**config.mk**
```make
export PLATFORM = sky130hd
export DESIGN_NAME = seq_multiplier
export DESIGN_NICKNAME = d
export VERILOG_FILES = /design/src/rtl/seq_multiplier.sv
export SDC_FILE = /design/constraint.sdc
export NUM_CORES = 1
export LEC_CHECK = 0
export CORE_MARGIN = 2
export CORE_UTILIZATION = 35
export CTS_CLUSTER_SIZE = 12
export DETAILED_ROUTE_END_ITERATION = 10
export GPL_TIMING_DRIVEN = 1
export SKIP_LAST_GASP = 1
export SYNTH_ARGS = -nofsm -noshare
export SYNTH_HDL_FRONTEND = slang
export SYNTH_SLANG_ARGS = --single-unit
```
**constraint.sdc**
```tcl
create_clock -name clk -period 3 [get_ports clk]
set_input_delay 0.6 -clock clk [delete_from_list [all_inputs] [get_ports clk]]
set_output_delay 0.6 -clock clk [all_outputs]
set_load 0.03 [all_outputs]
```
**src/rtl/seq_multiplier.sv**
```systemverilog
// Iterative shift-add multiplier with valid/ready handshakes, one partial product per cycle.
// Define SEQ_MULT_SIGNED_EN to build two's-complement support (sign-magnitude with a FIX cycle).
module seq_multiplier #(
    parameter int WIDTH = 4
) (
    input  logic               clk,
    input  logic               rst,
    input  logic               in_valid,
    output logic               in_ready,
    input  logic [WIDTH-1:0]   a,
    input  logic [WIDTH-1:0]   b,
    input  logic               is_signed,
    output logic               out_valid,
    input  logic               out_ready,
    output logic [2*WIDTH-1:0] product,
    output logic               busy
);

    localparam int CW = $clog2(WIDTH);

`ifdef SEQ_MULT_SIGNED_EN
    typedef enum logic [1:0] {IDLE, CALC, FIX, DONE} state_t;
`else
    typedef enum logic [1:0] {IDLE, CALC, DONE} state_t;
`endif

    state_t               state;
    state_t               state_next;
    logic [WIDTH-1:0]     mcand;
    logic [WIDTH-1:0]     mplier;
    logic [2*WIDTH-1:0]   acc;
    logic [CW-1:0]        cnt;
    logic                 last;
    logic                 accept;

    assign last   = (cnt == CW'(WIDTH - 1));
    assign accept = in_valid && (state == IDLE);

`ifdef SEQ_MULT_SIGNED_EN
    logic             fix_en;
    logic             sign;
    logic [WIDTH-1:0] mag_a;
    logic [WIDTH-1:0] mag_b;

    // Magnitudes of the operands; the most negative value maps onto 2^(WIDTH-1) unsigned.
    always_comb begin
        mag_a = a;
        mag_b = b;
        if (is_signed) begin
            if (a[WIDTH-1]) mag_a = (~a) + WIDTH'(1);
            if (b[WIDTH-1]) mag_b = (~b) + WIDTH'(1);
        end
    end
`else
    logic unused_is_signed;
    assign unused_is_signed = is_signed;
`endif

    always_ff @(posedge clk) begin
        if (rst) state <= IDLE;
        else     state <= state_next;
    end

    always_comb begin
        state_next = state;
        case (state)
            IDLE: if (in_valid) state_next = CALC;
            CALC: begin
                if (last) begin
`ifdef SEQ_MULT_SIGNED_EN
                    state_next = fix_en ? FIX : DONE;
`else
                    state_next = DONE;
`endif
                end
            end
`ifdef SEQ_MULT_SIGNED_EN
            FIX:  state_next = DONE;
`endif
            DONE: if (out_ready) state_next = IDLE;
            default: state_next = IDLE;
        endcase
    end

    // Datapath: latch operands on accept, add one shifted partial product per CALC cycle.
    always_ff @(posedge clk) begin
        if (rst) begin
            mcand  <= '0;
            mplier <= '0;
            acc    <= '0;
            cnt    <= '0;
`ifdef SEQ_MULT_SIGNED_EN
            fix_en <= 1'b0;
            sign   <= 1'b0;
`endif
        end else begin
            case (state)
                IDLE: begin
                    if (accept) begin
                        acc <= '0;
                        cnt <= '0;
`ifdef SEQ_MULT_SIGNED_EN
                        mcand  <= mag_a;
                        mplier <= mag_b;
                        fix_en <= is_signed;
                        sign   <= is_signed && (a[WIDTH-1] ^ b[WIDTH-1]);
`else
                        mcand  <= a;
                        mplier <= b;
`endif
                    end
                end
                CALC: begin
                    if (mplier[cnt])
                        acc <= acc + ({{WIDTH{1'b0}}, mcand} << cnt);
                    cnt <= last ? '0 : cnt + CW'(1);
                end
`ifdef SEQ_MULT_SIGNED_EN
                FIX: begin
                    if (sign) acc <= (~acc) + (2*WIDTH)'(1);
                end
`endif
                default: ;
            endcase
        end
    end

    assign product   = acc;
    assign in_ready  = (state == IDLE);
    assign out_valid = (state == DONE);
    assign busy      = (state != IDLE);

endmodule

```
==> flow_summary_export.csv <==
group,metric,value,unit
critical_path,crit_fanout,10,
final_layout,area_delta_synth_final,26.65,%
detailed_routing,viasPerCell,5.096,
yosys,synth_flop_cell,"dfxtp_1",
floorplan,ios,24,
placement,dp_slack,426.5,ps
timing,fin_crit_sh,86.90,%
clocking,clock_tree.root_cell,"clkbuf_4",
final_layout,fin_util,45.45,%
detailed_routing,drtAntennaViolNets,0,
timing,skew,4.787,ps
critical_path,crit_slowest_cell,"dfxtp_1",
detailed_routing,drcViolationCount,0,
yosys,synthTopCellsByArea,"dfxtp_1 34%, ha_1 8.5%, nand2_1 7.3%",
detailed_routing,drt-met1-wl,1274,um
floorplan,dieWidth,62.03,um
critical_path,crit_path_end,"product[4]$_SDFFE_PP0P_",
critical_path,crit_start,"cnt[0]$_SDFFE_PP0P_",
critical_path,cpMostUsedCell,"nor2_1",
floorplan,die_area,3848,sq um
detailed_routing,drt-total-wl,2605,um
power,seq_power_share,47.4,%
detailed_routing,wl_met3,57,um
yosys,ys_async_sr_fraction,0,%
yosys,syn_area,1179,sq um
floorplan,die_y,62.03,um
timing,hold_ws,463.6,ps
outcome,outcome,"completed",
detailed_routing,first_pass_iters,5,
yosys,synthesis.instances,141,
placement,io_buffers,22,
timing,finalCriticalPeriod,2607,ps
yosys,synth_edf_count,0,
critical_path,endpoint_kind,"register",
timing,slew_violations,0,
grt,grt_first_pass_wirelength,4084,um
detailed_routing,vias,1065,
critical_path,start_kind,"register",
power,p_sw_share,24.81,%
clocking,ctsHoldBuffers,0,
min_path,worstHoldPathType,"reg2reg",
timing,setup_viol,0,
critical_path,ff2ff_setup_slack,390,ps
placement,dp_cells,205,
yosys,yosysWarnings,0,
power,combPwrFrac,15.3,%
yosys,syn_area_per_cell,8.359,sq um
placement,place_area,1440,sq um
timing,setup_tns,0,ps
floorplan,initial_core_util,35.89,%
timing,rsz0062_at_grt,"no",
timing,relSlewSlack,68.01,%
critical_path,worstPathRequired,3250,ps
final_layout,final_cell_area,1493,sq um
final_layout,drive_gt1_share,5.521,%
yosys,synth_area_leader_cell,"dfxtp_1",
timing,max_slew.worst_pin.slew,478.3,ps
timing,hold_viol_final,0,
detailed_routing,drt_iter0_markers,34,
power,ir_drop,0.0001346,V
power,p_switching,0.1494,mW
critical_path,r2r-start,"cnt[0]$_SDFFE_PP0P_",
critical_path,slowest_delay,580,ps
yosys,synth_top_area_share,33.97,%
timing,max_freq,383.6,MHz
yosys,seq_area_frac_synth,33.97,%
yosys,ys_types,37,
grt,grt_util_all_layers,14.46,%
power,power.leakage,0.5879,nW
power,pwr_density_cell,403.4,nW/um^2
clocking,clkLatencyLatePin,310,ps
clocking,clk_pin_slew,120,ps
power,finalPower,0.6021,mW
yosys,syn_nets,163,
grt,antenna_found_initial,0,
placement,hpwl,1959,um
placement,routabilityCongestion,0.7470,
clocking,clock-sinks,20,
grt,grt-ovfl-total,0,
critical_path,timing.rr.end,"product[4]$_SDFFE_PP0P_",
yosys,ys_ff_latch,20,
critical_path,critPathKind,"reg2reg",
final_layout,final_cell_mix,"23 x nand2_1, 22 x clkdlybuf4s50_1, 20 x dfxtp_1",
final_layout,nets,186,
power,clock_power_share,37.3,%
clocking,cts_setup_buffers,0,
floorplan,rows,21,
clocking,cts.htree.levels,1,
final_layout,final_cell_count_no_fill,209,
clocking,cts_resized,0,
detailed_routing,routed.top_layer,"met3",
critical_path,reg2regPathDepth,8,
detailed_routing,dr_wl_met2,1272,um
power,internal_power,0.4527,mW
grt,grt_max_degree,16,
final_layout,antenna_cells,0,
grt,grt_pass1_vias,922,
critical_path,crit_chain,"nand2b_1 -> nor2_1 -> ha_1 -> fa_1 -> a211oi_1 -> nor2_1 -> or4_1 -> a21oi_1",
critical_path,critical_path_arrival,2850,ps
final_layout,nFillCells,334,
flow_run,cap_viol_max_count,0,
clocking,numCtsBuffers,3,
timing,setup_ws,393.1,ps
detailed_routing,wl_per_cell,12.46,um
final_layout,final_common_cell,"nand2_1",
clocking,cts_tree,"yes",
clocking,clockBufferDepth,2,
min_path,hp-start,"mplier[0]$_SDFFE_PP0P_",
floorplan,core_area,3284,sq um
## layer usage
metal	vias up	GRT usage, %
met2	20	23.96
li1	550	-
met3	0	2.484
met4	0	5.471
met1	495	18.71
met5	-	0
## logic make-up after synthesis
group | count (synthesis) | share of synthesized area (%)
and+or+nand+nor | 58 | 23.57
AOI/OAI and AO/OA | 38 | 21.23
DFF | 20 | 33.97
adders and majority gates | 9 | 10.19
buffers and inverters | 8 | 3.290
muxes | 7 | 7.006
xor gates and xnor gates | 1 | 0.7432
## critical path, delay by kind of cell, from the launching register on
| kind | cells | cell delay, ps |
|---|---|---|
| and+or+nand+nor | 4 | 820 |
| adders and majority gates | 2 | 660 |
| AOI/OAI and AO/OA | 2 | 480 |
| DFF | 1 | 580 |
## registers in the layout, summed over array words and instances (netlist names)
| signal | cells |
|---|---|
| state | 2 |
| mcand | 4 |
| product | 8 |
| mplier | 4 |
| cnt | 2 |
## power by group through the flow
stage | Clock, mW | Combinational [mW] | Sequential, mW
CTS | 0.231 | 0.0924 | 0.286
detailed placement | 0 | 0.0917 | 0.292
global placement | 0 | 0.0902 | 0.291
global route | 0.243 | 0.103 | 0.287
finish | 0.225 | 0.0919 | 0.286
floorplan | 0 | 0.0616 | 0.288
## worst min path at each step
| stage | slack [ps] | endpoint | cells after the start |
|---|---|---|---|
| finish | 460 | mplier[0]$_SDFFE_PP0P_ | 2 |
| global route | 480 | mplier[2]$_SDFFE_PP0P_ | 2 |
| CTS | 470 | mplier[2]$_SDFFE_PP0P_ | 2 |
| detailed placement | 450 | mplier[0]$_SDFFE_PP0P_ | 2 |
| global placement | 440 | mplier[2]$_SDFFE_PP0P_ | 2 |
| floorplan | 430 | mplier[2]$_SDFFE_PP0P_ | 2 |
## Yosys cell counts, types with 2 or more instances
| cell type | count |
|---|---|
| nand2_1 | 23 |
| dfxtp_1 | 20 |
| a21oi_1 | 17 |
| nor2_1 | 15 |
| ha_1 | 8 |
| mux2i_1 | 6 |
| nand2b_1 | 4 |
| a211oi_1 | 3 |
| and3_1 | 3 |
| clkbuf_1 | 3 |
| nor2b_1 | 3 |
| or3_1 | 3 |
| a2111o_1 | 2 |
| a21o_1 | 2 |
| a22oi_1 | 2 |
| a31oi_1 | 2 |
| inv_1 | 2 |
| nand4b_1 | 2 |
| o211ai_1 | 2 |
| o21bai_1 | 2 |
## final cells by class
class	count	area, sq um	share of cell area (%)
multi-input combinational	113	739.5	49.54
sequential	20	400.4	26.82
timing repair buffer	24	235.2	15.76
tap	46	57.56	3.856
clock inverter	1	30.03	2.012
clock buffer	3	22.52	1.509
inverter	2	7.507	0.5029
Note: power is estimated with default switching activity, not from simulation.
